--- src/rtl/ring_decoder_monitor.sv ---
// Decodes a one-hot ring vector to a phase index and watches that successive
// samples follow the right-rotate sequence, with lock acquisition and error counting.
module ring_decoder_monitor #(
    parameter int WIDTH    = 4,
    parameter int LOCK_CNT = 3,
    parameter int ERR_W    = 8
) (
    input  logic                     clk,
    input  logic                     rst,
    input  logic                     en,
    input  logic [WIDTH-1:0]         ring_in,
    input  logic                     clr_err,
    output logic [$clog2(WIDTH)-1:0] idx,
    output logic                     idx_valid,
    output logic                     locked,
    output logic                     err_pulse,
    output logic [ERR_W-1:0]         err_cnt,
    output logic                     wrap_pulse,
    output logic [1:0]               dbg_state_o
);

    localparam int IDX_W  = $clog2(WIDTH);
    localparam int GOOD_W = $clog2(LOCK_CNT + 1);

    // Handshake: ring_in is consumed on every rising edge where en=1; there is
    // no backpressure, and outputs describe the sample taken on the previous edge.

    typedef enum logic [1:0] {
        ST_UNLOCKED = 2'd0,
        ST_ACQUIRE  = 2'd1,
        ST_LOCKED   = 2'd2
    } state_t;

    state_t              state_q, state_d;
    logic [WIDTH-1:0]    exp_q, exp_d;
    logic [GOOD_W-1:0]   good_q, good_d;
    logic [IDX_W-1:0]    idx_q, idx_d;
    logic                idx_valid_q, idx_valid_d;
    logic                locked_q, locked_d;
    logic                err_pulse_q, err_pulse_d;
    logic [ERR_W-1:0]    err_cnt_q, err_cnt_d;
    logic                wrap_q, wrap_d;

    logic                legal;
    logic                match;
    logic [IDX_W-1:0]    dec_idx;
    logic [WIDTH-1:0]    rot;
    logic                err_ev;
    logic                wrap_ev;

    // Sample classification and decode
    always_comb begin
        dec_idx = '0;
        for (int i = 0; i < WIDTH; i++) begin
            if (ring_in[i]) begin
                dec_idx = IDX_W'(WIDTH - 1 - i);
            end
        end
        legal = (ring_in != '0) && ((ring_in & (ring_in - WIDTH'(1))) == '0);
        match = (ring_in == exp_q);
        rot   = {ring_in[0], ring_in[WIDTH-1:1]};
    end

    // State register
    always_ff @(posedge clk or posedge rst) begin
        if (rst) begin
            state_q     <= ST_UNLOCKED;
            exp_q       <= '0;
            good_q      <= '0;
            idx_q       <= '0;
            idx_valid_q <= 1'b0;
            locked_q    <= 1'b0;
            err_pulse_q <= 1'b0;
            err_cnt_q   <= '0;
            wrap_q      <= 1'b0;
        end else begin
            state_q     <= state_d;
            exp_q       <= exp_d;
            good_q      <= good_d;
            idx_q       <= idx_d;
            idx_valid_q <= idx_valid_d;
            locked_q    <= locked_d;
            err_pulse_q <= err_pulse_d;
            err_cnt_q   <= err_cnt_d;
            wrap_q      <= wrap_d;
        end
    end

    // Next-state logic
    always_comb begin
        state_d = state_q;
        exp_d   = exp_q;
        good_d  = good_q;
        err_ev  = 1'b0;
        wrap_ev = 1'b0;
        if (en) begin
            unique case (state_q)
                ST_UNLOCKED: begin
                    if (legal) begin
                        state_d = ST_ACQUIRE;
                        good_d  = GOOD_W'(1);
                        exp_d   = rot;
                    end
                end
                ST_ACQUIRE: begin
                    if (match) begin
                        good_d = good_q + GOOD_W'(1);
                        exp_d  = rot;
                        if (good_d == GOOD_W'(LOCK_CNT)) begin
                            state_d = ST_LOCKED;
                        end
                    end else if (legal) begin
                        good_d = GOOD_W'(1);
                        exp_d  = rot;
                    end else begin
                        state_d = ST_UNLOCKED;
                        good_d  = '0;
                    end
                end
                ST_LOCKED: begin
                    if (match) begin
                        exp_d   = rot;
                        wrap_ev = ring_in[WIDTH-1];
                    end else begin
                        // Any deviation while locked is an error; a legal
                        // sample still seeds a fresh acquisition attempt.
                        err_ev = 1'b1;
                        if (legal) begin
                            state_d = ST_ACQUIRE;
                            good_d  = GOOD_W'(1);
                            exp_d   = rot;
                        end else begin
                            state_d = ST_UNLOCKED;
                            good_d  = '0;
                        end
                    end
                end
                default: begin
                    state_d = ST_UNLOCKED;
                    good_d  = '0;
                end
            endcase
        end
    end

    // Output logic
    always_comb begin
        idx_valid_d = en && legal;
        idx_d       = idx_valid_d ? dec_idx : idx_q;
        locked_d    = (state_d == ST_LOCKED);
        err_pulse_d = err_ev;
        wrap_d      = wrap_ev;
        err_cnt_d   = err_cnt_q;
        // A clear that lands on an error still records that error.
        if (clr_err) begin
            err_cnt_d = err_ev ? ERR_W'(1) : '0;
        end else if (err_ev && (err_cnt_q != '1)) begin
            err_cnt_d = err_cnt_q + ERR_W'(1);
        end
    end

    assign idx         = idx_q;
    assign idx_valid   = idx_valid_q;
    assign locked      = locked_q;
    assign err_pulse   = err_pulse_q;
    assign err_cnt     = err_cnt_q;
    assign wrap_pulse  = wrap_q;
    assign dbg_state_o = state_q;

endmodule
--- config.mk ---
export PLATFORM = sky130hd
export DESIGN_NAME = ring_decoder_monitor
export DESIGN_NICKNAME = d
export VERILOG_FILES = /design/src/rtl/ring_decoder_monitor.sv
export SDC_FILE = /design/constraint.sdc
export NUM_CORES = 1
export LEC_CHECK = 0
export ABC_CLOCK_PERIOD_IN_PS = 2600
export CAP_MARGIN = 20
export CORE_MARGIN = 3
export CORE_UTILIZATION = 54
export CTS_BUF_LIST = sky130_fd_sc_hd__clkbuf_4
export CTS_CLUSTER_SIZE = 20
export DETAILED_ROUTE_END_ITERATION = 10
export GPL_ROUTABILITY_DRIVEN = 1
export PLACE_DENSITY = 0.8
export SYNTH_ARGS = -nofsm -noshare
export SYNTH_HDL_FRONTEND = slang
export SYNTH_SLANG_ARGS = --single-unit
--- constraint.sdc ---
create_clock -name clk -period 2.6 [get_ports clk]
set_input_delay 0.52 -clock clk [delete_from_list [all_inputs] [get_ports clk]]
set_output_delay 0.52 -clock clk [all_outputs]
set_load 0.05 [all_outputs]
# Word-level counts from Yosys, hierarchy flattened
# Cells that the tools add are included.
[totals]
reg_bits = 22
output_inout_bits = 16
[classes]
addsub = 3
eq_ne = 8
muxes = 28
bitwise_logic = 1
reduce_logical = 11
[ops]
columns = ["op", "n"]
rows = [
  ["$mux W2", 13],
  ["$mux W8", 2],
  ["$pmux W2 S3", 2],
  ["$add A8 B1 Y8 const B", 1],
  ["$mux W1", 8],
  ["$mux W4", 2],
  ["$ne A8 B8 Y1 const B", 1],
  ["$pmux W4 S2", 1],
  ["$eq A2 B2 Y1 const B", 3],
  ["$and A4 B4 Y4", 1],
  ["$eq A4 B4 Y1", 1],
  ["$logic_not A4 Y1", 1],
  ["$ne A2 B2 Y1 const B", 2],
  ["$reduce_bool A2 Y1", 2],
  ["$reduce_bool A4 Y1", 1],
  ["$sub A4 B1 Y4 const B", 1],
  ["$logic_and A1 B1 Y1", 3],
  ["$reduce_and A3 Y1", 1],
  ["$add A2 B1 Y2 const B", 1],
  ["$eq A2 B1 Y1 const B", 1],
  ["$logic_not A2 Y1", 1],
  ["$reduce_and A2 Y1", 1],
  ["$reduce_or A2 Y1", 1],
]

# Depth between registers and ports, before layout
# Gate-level depths: netlist of run 1.
[depth]
ltp_word = 9
depth_mapped = 7

# Worst setup path before layout of run 1
# OpenSTA, ideal clock, no wires.
[synth_timing]
path_type = "input to register"
from = "in ring_in[0]"
to = "reg exp_q[1]"
setup_time_ns = 0.125
arrival_ns = 2.087
required_ns = 2.475
path_slack_ns = 0.388
cell_stages = 5
n_path_buf = 1
cell_sequence = "buf_2 or4b_2 o211a_1 a21oi_2 mux2_2"
[synth_via]
elab_chain_len = 7
elab_cells_between_ends = 9
classes_between = "add/sub: 1; eq/ne: 1; mux: 3; bitwise: 1; reduce/logical: 3"
[synth_rtl]
columns = ["item", "line_no", "text"]
rows = [
  ["start, declared", "11", "input logic [WIDTH-1:0] ring_in,"],
  ["$sub A4 B1 Y4", "59", "legal = (ring_in != '0) && ((ring_in & (ring_in - WIDTH'(1))) == '0);"],
  ["$and A4 B4 Y4", "59", ""],
  ["$logic_not A4 Y1", "59", ""],
  ["$logic_and A1 B1 Y1", "59", ""],
  ["$mux W4", "n/a", ""],
  ["$mux W4", "106", "if (match) begin"],
  ["$pmux W4 S2 *", "97", "unique case (state_q)"],
  ["end signal, assigned", "78", "exp_q <= exp_d;"],
  ["end, declared", "35", "logic [WIDTH-1:0] exp_q, exp_d;"],
]
# Mark *: on every way between the ends. The rest lies on a longest branch, timed or not.
# A chain may end at the register's enable or synchronous reset.

# Worst setup path after layout of run 1
[layout_timing]
from = "in ring_in[1]"
to = "reg locked_q (netlist: locked)"
[layout_via]
elab_chain_len = 9
elab_cells_between_ends = 14
classes_between = "add/sub: 1; eq/ne: 2; mux: 7; bitwise: 1; reduce/logical: 3"
[layout_rtl]
columns = ["item", "line_no", "text"]
rows = [
  ["$sub A4 B1 Y4", "59", ""],
  ["$and A4 B4 Y4", "59", ""],
  ["$logic_not A4 Y1", "59", ""],
  ["$logic_and A1 B1 Y1", "59", ""],
  ["$mux W1 / $mux W2 (equally long branches)", "128, 112", ""],
  ["$mux W2 (on tied branches)", "121, 106", ""],
  ["$pmux W2 S3 *", "97", ""],
  ["$mux W2 *", "96", "if (en) begin"],
  ["$eq A2 B2 Y1 *", "150", "locked_d = (state_d == ST_LOCKED);"],
  ["net locked_d", "39", "logic locked_q, locked_d;"],
  ["end signal, assigned", "82", "locked_q <= locked_d;"],
  ["end, declared", "39", ""],
]
# The timed path passes the listed nets; every way through them passes the cells marked *.

==> results of run 1 <==
## layout make-up
cell class | instances | area (um2) | area share [%]
clock inverter | 1 | 3.75 | 0.220
clock buffer | 3 | 22.5 | 1.32
sequential | 22 | 551 | 32.3
timing repair buffer | 38 | 343 | 20.1
multi-input combinational | 98 | 724 | 42.5
tap | 28 | 35.0 | 2.05
inverter | 7 | 26.3 | 1.54
## metal layers
| layer | share of wire [%] | up-vias |
|---|---|---|
| met5 | 0 | - |
| met4 | 0.57 | 0 |
| met3 | 2.7 | 2 |
| met2 | 50 | 22 |
| met1 | 46 | 545 |
| li1 | - | 546 |
## sequential cells by signal, indices dropped and copies added (netlist names)
name and cells:
idx_valid 1, err_pulse 1, good_q 2, exp_q 4, wrap_pulse 1, locked 1
err_cnt 8, idx 2, dbg_state_o 2
## Yosys cell counts (2+ instances only)
cell type / count
or4b_2: 2
xor2_2: 2
o211ai_1: 2
o21a_1: 2
nor2_1: 13
mux2_2: 4
dfrtp_1: 22
buf_2: 2
inv_1: 7
o21ai_0: 3
xor2_1: 2
nand3_1: 3
and2_1: 3
nor4_1: 3
nor3_1: 2
nand2_1: 9
nand3b_1: 2
nor4_2: 2
nand2b_1: 2
a221oi_1: 2
xnor2_1: 7
ha_1: 6
a21oi_1: 7
## power breakdown
group / switching, W / internal, W
logic: 0.000200 / 0.000192
registers: 0.0000516 / 0.000386
clock network: 0.000106 / 0.0000559
## how the worst max path moves through the flow
stage	startpoint	endpoint
final	ring_in[1]	locked
after global routing	ring_in[1]	exp_q[3]
after CTS	ring_in[1]	locked
after detailed placement	ring_in[1]	locked
after global placement	ring_in[1]	locked
after floorplan	ring_in[0]	exp_q[1]
## through the flow
stage          area, um2  power, W
2_1_floorplan       1330  0.000669
3_3_place_gp        1680  0.000814
3_5_place_dp        1680  0.000832
4_1_cts             1710  0.000990
5_1_grt             1710   0.00105
6_report            1710  0.000991
## kinds of logic (layout without fill, tap and decap cells)
| logic type | Yosys count | count (layout) | synth area share [%] |
|---|---|---|---|
| XOR/XNOR | 11 | 11 | 8.40 |
| multiplexers | 5 | 5 | 4.15 |
| buffers and inverters | 11 | 49 | 3.87 |
| AO/OA/AOI/OAI | 27 | 27 | 15.3 |
| AND/OR/NAND/NOR | 49 | 49 | 21.1 |
| flip-flops | 22 | 22 | 41.5 |
| adder cells (fa/ha/maj) | 6 | 6 | 5.66 |
## worst register-to-register path, stage by stage, from the launching register on
cell and delay, ns:
dfrtp_1 0.43, xor2_2 0.20, or4_4 0.60, o31a_1 0.33
a211o_1 0.28, nor4_2 0.16
==> impl_metrics.yaml, run 1 <==
sta:
  fmax_ghz: 0.417
  min_period_over_period_pct: 92.2
  skew_ns: 0.00745
  finalCriticalPeriod_ns: 2.40
  slew_headroom_pct: 44.8
  setup_tns_ns: 0
  tightest_slew_ns: 0.827
  setup_ws_ns: 0.204
  finalMaxSlewViolations: 0
  rsz0062_at_grt: "false"
  final_hold_viol_count: 0
  worst_hold_slack_ns: 0.504
  setup_viol_count_final: 0
detailed_routing:
  ant_nets: 0
  drc: 0
  wl_mm: 2.99
  viasPerCell: 5.66
  num_vias: 1115
  wl_per_cell_um: 15.2
  detail_route.first_pass.iterations: 4
  first_iter_violations: 27
critical_path:
  cp-end-kind: "flip-flop"
  rrSetupSlack_ns: 0.53
  crit_path_top_delay_cell: "or4_4"
  worstPathMaxFanout: 5
  required_ns: 2.82
  worst_path_largest_cell_delay_ns: 0.59
  r2r_end: "locked"
  crit_path_start_kind: "primary input"
  arrival_ns: 2.61
  worst-r2r-cell-count: 5
  regToRegStartpoint: "exp_q[1]"
  path_depth: 6
  path_delay_family: "simple AND/OR/NAND/NOR gates"
  cp_num_buf_inv: 1
  path_class: "in2reg"
  cp_cell_sequence: "clkdlybuf4s50_1 -> xor2_2 -> or4_4 -> o31a_1 -> a211o_1 -> nor4_2"
grt:
  grt_pass1_wl_mm: 5.04
  grtUsageMet3_pct: 3.50
  use_met1_pct: 27.1
  grt_pass1_vias: 1102
  grt.total_usage_pct: 20.4
  busiest_layer: "met2"
  antenna_found_initial: 0
  grt_overflow: 0
  grt_max_degree: 23
  grtUsageMet2_pct: 35.0
floorplan:
  die_h_um: 55.6
  start_util_pct: 58.3
  rows: 17
  top_level_ports: 24
  die_x_um: 55.6
  die_area_um2: 3090
  core_area_um2: 2280
cts:
  clk_pin_slew_ns: 0.13
  cts-root-buf: "clkbuf_4"
  clockBufferDepth: 2
  clock_latency_ns: 0.30
  cts.sinks: 22
  htree_levels: 1
  ctsHoldBuffers: 0
  cts_tree: "done"
  cts_setup_buffers: 0
  numCtsBuffers: 3
  ctsResizeCount: 0
yosys:
  synth_cells: 131
  synthesis.area_um2: 1330
  synth_seq_cells: 22
  syn_avg_cell_area_um2: 10.1
  async_flop_share_pct: 100
  synth_cell_types: 45
  ys_seq_area_share_pct: 41.5
  ys_warn_count: 0
  ys.flop_type: "dfrtp_1"
  syn-num-nets: 145
  synth_edf_count: 0
  synthTopCellsByArea: "dfrtp_1 (42%), ha_1 (5.7%), xnor2_1 (4.6%)"
  synth_top_area_share_pct: 41.5
  synth_top_area_cell: "dfrtp_1"
outcome:
  status: "finished, final reports clean"
final_layout:
  antennaDiodeCount: 0
  layout_common_cells: "clkdlybuf4s50_1 (23), dfrtp_1 (22), buf_4 (15)"
  drive_gt1_share_pct: 19.5
  nNetsFinal: 184
  finalNonFillerCells: 197
  postLayoutCoreUtil_pct: 74.9
  syn_to_final_growth_pct: 28.6
  fill_cells: 161
  final_common_cell: "clkdlybuf4s50_1"
min_path:
  hold_start: "good_q[1]"
  holdPathStages: 2
  min_to: "good_q[1]"
  hold_path.class: "reg2reg"
job:
  cap_violations: 0
placement:
  dp_hpwl_mm: 2.26
  gp_congestion: 0.839
  pre_cts_slack_ns: -0.106
  dp.cells: 193
  portBuffers: 23
power_and_ir_drop:
  ir_drop_v: 0.000636
  leakagePower_nw: 0.721
  power_density_nw_per_um2: 581
Note: power is estimated with default switching activity, not from simulation.
==> run 2, diff against run 1 <==
Settings changed: RECOVER_POWER set to 25.
==> run 2 against run 1 <==
Compared with the run above:
- critical endpoint unchanged
- via count did not move
- non-clock buffer count is the same
- setup slack unchanged
- register-to-register slack about the same
- cell area did not move
- worst hold slack unchanged
- critical path depth stayed put
- highest routed layer unchanged
==> impl_metrics.yaml, run 2 (synthesized netlist as in run 1, its figures left out) <==
cts:
  numCtsBuffers: 3
  cts-root-buf: "clkbuf_4"
  cts_tree: "done"
  clk_pin_slew_ns: 0.13
  ctsResizeCount: 0
  htree_levels: 1
  clockBufferDepth: 2
  ctsHoldBuffers: 0
  cts.sinks: 22
  clock_latency_ns: 0.30
  cts_setup_buffers: 0
sta:
  finalMaxSlewViolations: 0
  worst_hold_slack_ns: 0.504
  setup_tns_ns: 0
  setup_ws_ns: 0.204
  skew_ns: 0.00745
  setup_viol_count_final: 0
  fmax_ghz: 0.417
  tightest_slew_ns: 0.827
  finalCriticalPeriod_ns: 2.40
  min_period_over_period_pct: 92.2
  slew_headroom_pct: 44.8
  rsz0062_at_grt: "false"
  final_hold_viol_count: 0
job:
  cap_violations: 0
detailed_routing:
  ant_nets: 0
  detail_route.first_pass.iterations: 4
  viasPerCell: 5.66
  wl_per_cell_um: 15.2
  drc: 0
  wl_mm: 2.99
  first_iter_violations: 27
  num_vias: 1115
placement:
  dp.cells: 193
  portBuffers: 23
  pre_cts_slack_ns: -0.106
  dp_hpwl_mm: 2.26
  gp_congestion: 0.839
critical_path:
  crit_path_start_kind: "primary input"
  crit_path_top_delay_cell: "or4_4"
  cp-end-kind: "flip-flop"
  worst_path_largest_cell_delay_ns: 0.59
  arrival_ns: 2.61
  path_class: "in2reg"
  required_ns: 2.82
  worstPathMaxFanout: 5
  cp_num_buf_inv: 1
  path_delay_family: "simple AND/OR/NAND/NOR gates"
  cp_cell_sequence: "clkdlybuf4s50_1 -> xor2_2 -> or4_4 -> o31a_1 -> a211o_1 -> nor4_2"
grt:
  grtUsageMet3_pct: 3.50
  antenna_found_initial: 0
  grt_pass1_vias: 1102
  busiest_layer: "met2"
  grt.total_usage_pct: 20.4
  grt_pass1_wl_mm: 5.04
  grt_max_degree: 23
  use_met1_pct: 27.1
  grt_overflow: 0
  grtUsageMet2_pct: 35.0
floorplan:
  core_area_um2: 2280
  die_area_um2: 3090
  die_h_um: 55.6
  die_x_um: 55.6
  top_level_ports: 24
  start_util_pct: 58.3
  rows: 17
power_and_ir_drop:
  pwr-share-comb_pct: 39.5
  power.share.switching_pct: 36.1
  seqPwrFrac_pct: 44.2
  p_clk_share_pct: 16.3
  power_density_nw_per_um2: 581
  leakagePower_nw: 0.721
  p_sw_w: 0.000357
  power.internal_w: 0.000633
  ir_drop_v: 0.000636
final_layout:
  syn_to_final_growth_pct: 28.6
  largest_reg_flops: 8
  layout_common_cells: "dfrtp_1 (22), clkdlybuf4s50_1 (22), buf_4 (15)"
  finalNonFillerCells: 197
  antennaDiodeCount: 0
  drive_gt1_share_pct: 19.5
  nNetsFinal: 184
outcome:
  status: "finished, final reports clean"
min_path:
  hold_path.class: "reg2reg"
[run 2: cell types whose count changed in the layout (fill, tap and decap cells not counted)]
cell,before,now
dlygate4sd3_1,0,1
clkdlybuf4s50_1,23,22
[run 2: area by class of cell]
| cell class | count | area, um2 |
|---|---|---|
| multi-input cells | 98 | 724 |
| fillers | 161 | 571 |
| flip-flops and latches | 22 | 551 |
| repair buffers | 38 | 343 |
| well taps | 28 | 35.0 |
| inverters | 7 | 26.3 |
| clock buffers | 3 | 22.5 |
| clock inverters | 1 | 3.75 |
[run 2: tightest hold or removal path, delay by kind of cell (launching register included)]
| family | cells | cell delay [ns] |
|---|---|---|
| flip-flops | 1 | 0.36 |
| AO/OA/AOI/OAI | 1 | 0.06 |
| AND/OR/NAND/NOR | 1 | 0.04 |
[run 2: worst paths after layout]
kind	from	end	slack, ns	cells after the start
worst max-delay path	ring_in[1]	locked	0.20	6
worst min-delay path	good_q[1]	good_q[1]	0.50	2
worst max register to register	exp_q[1]	locked	0.53	5
worst min register to register	good_q[1]	good_q[1]	0.50	2
max in group asynchronous	rst	good_q[0]	1.29	2
min in group asynchronous	rst	err_cnt[7]	0.80	2
[run 2: through the flow]
stage | util, % | power, W | cell area [um2]
floorplan | - | 0.000669 | 1330
CTS | 74.9 | 0.000990 | 1710
global placement | 73.8 | 0.000814 | 1680
detailed placement | 73.8 | 0.000832 | 1680
finish | 74.9 | 0.000991 | 1710
global route | 74.9 | 0.00105 | 1710
[run 2: power groups by stage]
| stage | Combinational (W) | Clock (W) | Sequential (W) |
|---|---|---|---|
| 3_3_place_gp | 0.000376 | 0 | 0.000438 |
| 5_1_grt | 0.000428 | 0.000179 | 0.000442 |
| 6_report | 0.000391 | 0.000162 | 0.000438 |
| 4_1_cts | 0.000392 | 0.000161 | 0.000437 |
| 3_5_place_dp | 0.000388 | 0 | 0.000444 |
| 2_1_floorplan | 0.000204 | 0 | 0.000465 |
[run 2: metal layers]
metal | wire length, um | vias up
li1 | - | 546
met1 | 1390 | 545
met2 | 1500 | 22
met3 | 82 | 2
met4 | 17 | 0
met5 | 0 | -
